$ cat src/rtl/y86_imem_loader.sv
// Y86-64 instruction loader: takes one decoded instruction per handshake and
// writes its encoded bytes, one per cycle, into consecutive instruction
// memory addresses using the byte layout the fetch stage decodes.
module y86_imem_loader #(
  parameter logic [63:0] BASE_ADDR = 64'd0,
  parameter int          MEM_SIZE  = 1024
) (
  input  logic        clk,
  input  logic        rst_n,
  input  logic        in_valid,
  output logic        in_ready,
  input  logic [3:0]  in_icode,
  input  logic [3:0]  in_ifun,
  input  logic [3:0]  in_rA,
  input  logic [3:0]  in_rB,
  input  logic [63:0] in_valC,
  output logic        mem_we,
  output logic [63:0] mem_addr,
  output logic [7:0]  mem_wdata,
  output logic        busy,
  output logic [15:0] instr_count,
  output logic        halt_written,
  output logic        inv_err,
  output logic        ovf_err
);

  typedef enum logic [1:0] {
    IDLE   = 2'd0,
    SEND   = 2'd1,
    HALTED = 2'd2
  } state_t;

  localparam logic [64:0] MEM_LIMIT = 65'(MEM_SIZE);

  state_t      state_q, state_d;
  logic [63:0] wr_ptr_q, wr_ptr_d;
  logic [79:0] shreg_q, shreg_d;
  logic [3:0]  rem_q, rem_d;
  logic        is_halt_q, is_halt_d;
  logic        mem_we_q, mem_we_d;
  logic [63:0] mem_addr_q, mem_addr_d;
  logic [7:0]  mem_wdata_q, mem_wdata_d;
  logic [15:0] instr_count_q, instr_count_d;
  logic        halt_written_q, halt_written_d;
  logic        inv_err_q, inv_err_d;
  logic        ovf_err_q, ovf_err_d;

  logic        icode_ok;
  logic [3:0]  len;
  logic [79:0] image;
  logic [64:0] end_addr;

  // Decode instruction length and build the left-aligned byte image.
  always_comb begin
    icode_ok = 1'b1;
    len      = 4'd1;
    image    = {in_icode, in_ifun, 72'd0};
    case (in_icode)
      4'h0, 4'h1, 4'h9: begin
        len   = 4'd1;
        image = {in_icode, in_ifun, 72'd0};
      end
      4'h2, 4'h6, 4'hA, 4'hB: begin
        len   = 4'd2;
        image = {in_icode, in_ifun, in_rA, in_rB, 64'd0};
      end
      4'h7, 4'h8: begin
        len   = 4'd9;
        image = {in_icode, in_ifun, in_valC, 8'd0};
      end
      4'h3, 4'h4, 4'h5: begin
        len   = 4'd10;
        image = {in_icode, in_ifun, in_rA, in_rB, in_valC};
      end
      default: begin
        icode_ok = 1'b0;
        len      = 4'd1;
        image    = 80'd0;
      end
    endcase
    end_addr = {1'b0, wr_ptr_q} + 65'(len);
  end

  // Next-state logic: accept in IDLE, stream bytes in SEND, lock up in HALTED.
  // Byte 0 is registered on the accepting edge so it appears one cycle later;
  // rem_q counts the bytes still to be issued after the one on the bus.
  always_comb begin
    state_d        = state_q;
    wr_ptr_d       = wr_ptr_q;
    shreg_d        = shreg_q;
    rem_d          = rem_q;
    is_halt_d      = is_halt_q;
    mem_we_d       = 1'b0;
    mem_addr_d     = mem_addr_q;
    mem_wdata_d    = mem_wdata_q;
    instr_count_d  = instr_count_q;
    halt_written_d = halt_written_q;
    inv_err_d      = inv_err_q;
    ovf_err_d      = ovf_err_q;
    in_ready       = (state_q == IDLE) && rst_n;

    case (state_q)
      IDLE: begin
        if (in_valid && in_ready) begin
          if (!icode_ok) begin
            inv_err_d = 1'b1;
            state_d   = HALTED;
          end else if (end_addr > MEM_LIMIT) begin
            ovf_err_d = 1'b1;
            state_d   = HALTED;
          end else begin
            state_d     = SEND;
            mem_we_d    = 1'b1;
            mem_addr_d  = wr_ptr_q;
            mem_wdata_d = image[79:72];
            shreg_d     = {image[71:0], 8'd0};
            wr_ptr_d    = wr_ptr_q + 64'd1;
            rem_d       = len - 4'd1;
            is_halt_d   = (in_icode == 4'h0);
          end
        end
      end
      SEND: begin
        if (rem_q != 4'd0) begin
          mem_we_d    = 1'b1;
          mem_addr_d  = wr_ptr_q;
          mem_wdata_d = shreg_q[79:72];
          shreg_d     = {shreg_q[71:0], 8'd0};
          wr_ptr_d    = wr_ptr_q + 64'd1;
          rem_d       = rem_q - 4'd1;
        end else begin
          state_d = IDLE;
          if (instr_count_q != 16'hFFFF) begin
            instr_count_d = instr_count_q + 16'd1;
          end
          if (is_halt_q) begin
            halt_written_d = 1'b1;
          end
        end
      end
      HALTED: begin
        state_d = HALTED;
      end
      default: begin
        state_d = IDLE;
      end
    endcase
  end

  // State and output registers with synchronous active-low reset.
  always_ff @(posedge clk) begin
    if (!rst_n) begin
      state_q        <= IDLE;
      wr_ptr_q       <= BASE_ADDR;
      shreg_q        <= 80'd0;
      rem_q          <= 4'd0;
      is_halt_q      <= 1'b0;
      mem_we_q       <= 1'b0;
      mem_addr_q     <= 64'd0;
      mem_wdata_q    <= 8'd0;
      instr_count_q  <= 16'd0;
      halt_written_q <= 1'b0;
      inv_err_q      <= 1'b0;
      ovf_err_q      <= 1'b0;
    end else begin
      state_q        <= state_d;
      wr_ptr_q       <= wr_ptr_d;
      shreg_q        <= shreg_d;
      rem_q          <= rem_d;
      is_halt_q      <= is_halt_d;
      mem_we_q       <= mem_we_d;
      mem_addr_q     <= mem_addr_d;
      mem_wdata_q    <= mem_wdata_d;
      instr_count_q  <= instr_count_d;
      halt_written_q <= halt_written_d;
      inv_err_q      <= inv_err_d;
      ovf_err_q      <= ovf_err_d;
    end
  end

  assign mem_we       = mem_we_q;
  assign mem_addr     = mem_addr_q;
  assign mem_wdata    = mem_wdata_q;
  assign busy         = (state_q == SEND);
  assign instr_count  = instr_count_q;
  assign halt_written = halt_written_q;
  assign inv_err      = inv_err_q;
  assign ovf_err      = ovf_err_q;

endmodule

$ cat config.mk
export PLATFORM = sky130hd
export DESIGN_NAME = y86_imem_loader
export DESIGN_NICKNAME = d
export VERILOG_FILES = /design/src/rtl/y86_imem_loader.sv
export SDC_FILE = /design/constraint.sdc
export NUM_CORES = 1
export LEC_CHECK = 0
export CORE_MARGIN = 5
export CORE_UTILIZATION = 50
export CTS_CLUSTER_SIZE = 40
export DETAILED_ROUTE_END_ITERATION = 10
export PLACE_DENSITY = 0.77
export SLEW_MARGIN = 30
export SYNTH_ARGS = -nofsm -noshare
export SYNTH_HDL_FRONTEND = slang
export SYNTH_SLANG_ARGS = --single-unit
$ cat constraint.sdc
create_clock -name clk -period 5.7 [get_ports clk]
set_clock_uncertainty 0.05 [all_clocks]
set_input_delay 0.57 -clock clk [delete_from_list [all_inputs] [get_ports clk]]
set_output_delay 0.57 -clock clk [all_outputs]
set_load 0.005 [all_outputs]
==> impl_metrics.py, run 1 <==
metrics = {
    "clocking": {
        "post-cts-setup-buffers": 0,
        "path_clk_slew_ns": 0.06,
        "cts_made_buffers": 25,
        "cts_hold_buf": 0,
        "cts_tree": "done",
        "htreeDepth": 1,
        "cts.sinks": 235,
        "cts_resized": 0,
        "clock_path_buffers": 3,
        "clk_latency_ns": 0.53,
        "cts_root_buf": "clkbuf_16",
    },
    "placement": {
        "hpwlAfterDp_mm": 32.4,
        "portBuffers": 176,
        "place_ws_ns": -0.435,
        "gp_congestion": 1.01,
    },
    "logic_synthesis": {
        "async_reset_ff_share_pct": 0,
        "yosys.area.top_type": "dfxtp_1",
        "syn-cell-area_sq_um": 12600,
        "synth-seq-cells": 235,
        "yosysWarnings": 0,
        "synth_area_leaders": "dfxtp_1 37%, mux2i_1 8.2%, nor2_1 7.8%",
        "yosys_most_used_dff": "dfxtp_1",
        "syn_inst": 1602,
        "synth_top_area_share_pct": 37.2,
        "synth_cell_types": 62,
        "synth_area_per_cell_sq_um": 7.89,
        "synth_edf_count": 0,
        "postSynthNetCount": 1692,
        "ys_seq_area_share_pct": 37.2,
    },
    "worst_setup_path": {
        "crit_slowest_cell": "or4b_4",
        "cp_max_fo": 17,
        "cpPeakStageDelay_ns": 0.56,
        "crit_cells": 17,
        "critical-path-top-delay-family": "compound AO/OA/AOI/OAI gates",
        "worst_ep_required_time_ns": 6.03,
        "crit_buf_inv": 4,
        "path_cells": "clkdlybuf4s50_1 > a21oi_1 > mux2_2 > inv_1 > ha_1 > fa_1 > a31oi_2 > nor3_2 > buf_4 > a2111oi_0 > nor2_1 > or4_1 > or4b_4 > o31a_2 > o41ai_1 > buf_4 > a21oi_1",
        "ff2ff_path_depth": 11,
        "crit_arrival_ns": 5.84,
        "crit_type": "input pin to flop",
        "worstSetupStartpointType": "input pin",
        "cp-end-kind": "flop",
    },
    "global_route": {
        "overflow": 0,
        "grt_first_pass_wirelength_mm": 68.8,
        "grt_max_degree": 134,
        "grt_antenna_before_repair": 1,
        "grt_util_all_layers_pct": 29.8,
        "grt_pass1_vias": 12200,
    },
    "cells_and_area": {
        "nets": 1837,
        "layout_common_cells": "262 x nor2_1, 235 x dfxtp_1, 175 x clkdlybuf4s50_1, 121 x nand2_1, 107 x a21oi_1",
        "n_antenna_cell": 0,
        "finish.utilization_pct": 63.1,
        "drive_above_1_share_pct": 9.24,
        "syn_to_final_growth_pct": 25.0,
        "mostFrequentLayoutCell": "nor2_1",
    },
    "drt": {
        "vias": 12800,
        "dr.pass1.iters": 6,
        "postRouteAntennaNets": 0,
        "drc": 0,
        "routedWlPerCell_microns": 21.2,
        "vias_per_cell": 6.13,
        "drtIter0Drc": 1201,
        "totalWireLength_mm": 44.4,
    },
    "worst_hold_path": {
        "hold_path_class": "flop to flop",
        "hold_depth": 2,
    },
    "timing": {
        "rsz0062_at_grt": "false",
        "final.min_clock_period_ns": 5.51,
        "tightest_slew_ns": 0.995,
        "setup_violations": 0,
        "setup_slack_ns": 0.193,
        "fmax_mhz": 182,
        "hold_viol": 0,
        "layout_worst_path_cycle_share_pct": 96.6,
        "slew-limit-headroom_pct": 33.1,
        "drv_slew": 0,
    },
    "outcome": {
        "status": "complete, no violations",
    },
    "power_and_ir_drop": {
        "vdd_drop_max_mv": 0.198,
        "p_leak_nw": 5.56,
        "cellPowerDensity_nw_per_um2": 240,
    },
    "floorplan": {
        "die_h_microns": 169,
        "initial_core_util_pct": 50.5,
        "coreArea_sq_um": 25000,
        "die-area_sq_um": 28500,
        "rows": 58,
        "io-pin-count": 177,
        "dieWidth_microns": 169,
    },
    "job": {
        "maxCapViolations": 0,
    },
}
[kinds of logic after synthesis]
family | after synthesis | share of synthesized area, %
simple gates | 730 | 28.4
compound gates | 320 | 16.7
flops | 235 | 37.2
buf+inv | 157 | 5.15
mux | 106 | 8.43
xor+xnor | 47 | 3.26
fa+ha+maj | 7 | 0.753
[report_power, final]
part           internal [mW]  switching [mW]  total, mW
logic                  0.191           0.241      0.432
registers               1.69          0.0301       1.72
clock network          0.948           0.679       1.63
[cell type report]
type / instances / area [sq um]
Sequential cell: 235 / 4700
Fill cell: 2192 / 9250
Clock buffer: 33 / 696
Tap cell: 330 / 413
Multi-Input combinational cell: 1210 / 7320
Clock inverter: 12 / 119
Timing Repair Buffer: 258 / 2460
Inverter: 17 / 71.3
[worst min-delay path, delay by kind of cell (launching register included)]
kind	cells	cell delay [ns]
AO/OA/AOI/OAI	1	0.05
AND/OR/NAND/NOR	1	0.05
flip-flops	1	0.31
[Yosys cell counts, types with 4 or more instances]
library cell,number
a222oi_1,8
nor2_1,263
a311oi_1,9
xor2_1,21
and3_1,12
a211oi_1,68
nor3_1,34
a31o_2,6
or3_1,19
buf_2,39
buf_1,9
o31ai_1,5
inv_1,16
a21oi_1,107
xnor2_1,26
nand3_1,69
a22oi_1,58
dfxtp_1,235
and4_1,6
clkbuf_1,88
or2_2,10
nand2b_1,34
and2_1,12
o21ai_0,36
nor4_1,36
or4_1,11
nor2b_1,5
nand4_1,70
nand4b_1,10
nand2_1,121
a31oi_1,5
ha_1,6
mux2i_1,103
o41ai_1,4
[sequential cells by signal, indices dropped and copies added, names as in the netlist]
name / flops
ovf_err: 1
rem_q: 4
inv_err: 1
mem_we: 1
state_q: 2
shreg_q: 72
mem_addr: 64
wr_ptr_q: 64
is_halt_q: 1
mem_wdata: 8
instr_count: 16
halt_written: 1
[metrics by stage]
stage	setup TNS (ns)	power [mW]	instance area [sq um]	hold slack [ns]	cells
global placement	-12.13	2.17	14900	0.390	2050
CTS	0	3.80	15800	0.404	2095
finish	0	3.78	15800	0.408	2095
floorplan	0	2.01	12600	0.382	1602
detailed placement	-57.81	2.18	15000	0.396	2050
global route	0	3.92	15800	0.420	2095
[layer usage]
layer | GRT usage, % | share of wire, % | up-vias
met5 | 0 | 0.029 | -
met4 | 10.5 | 3.5 | 2
met1 | 39.5 | 42 | 6080
met3 | 5.21 | 7.7 | 96
met2 | 49.2 | 46 | 542
li1 | - | - | 6112
[path summary, 6_finish.rpt]
kind | slack, ns | startpoint | end
hold / removal | 0.41 | shreg_q[11]$_SDFFE_PN0P_ | shreg_q[11]$_SDFFE_PN0P_
setup reg to reg | 0.58 | wr_ptr_q[31]$_SDFFE_PN0P_ | wr_ptr_q[42]$_SDFFE_PN0P_
setup / recovery | 0.19 | in_icode[1] | wr_ptr_q[42]$_SDFFE_PN0P_
hold reg to reg | 0.41 | shreg_q[11]$_SDFFE_PN0P_ | shreg_q[11]$_SDFFE_PN0P_
Note: power is estimated with default switching activity, not from simulation.
==> inputs of run 2 (changes only) <==
Settings changed: HOLD_SLACK_MARGIN set to 0.15.
==> results of run 2 <==
The final DEF is identical to that of run 1; final timing and power are the same.
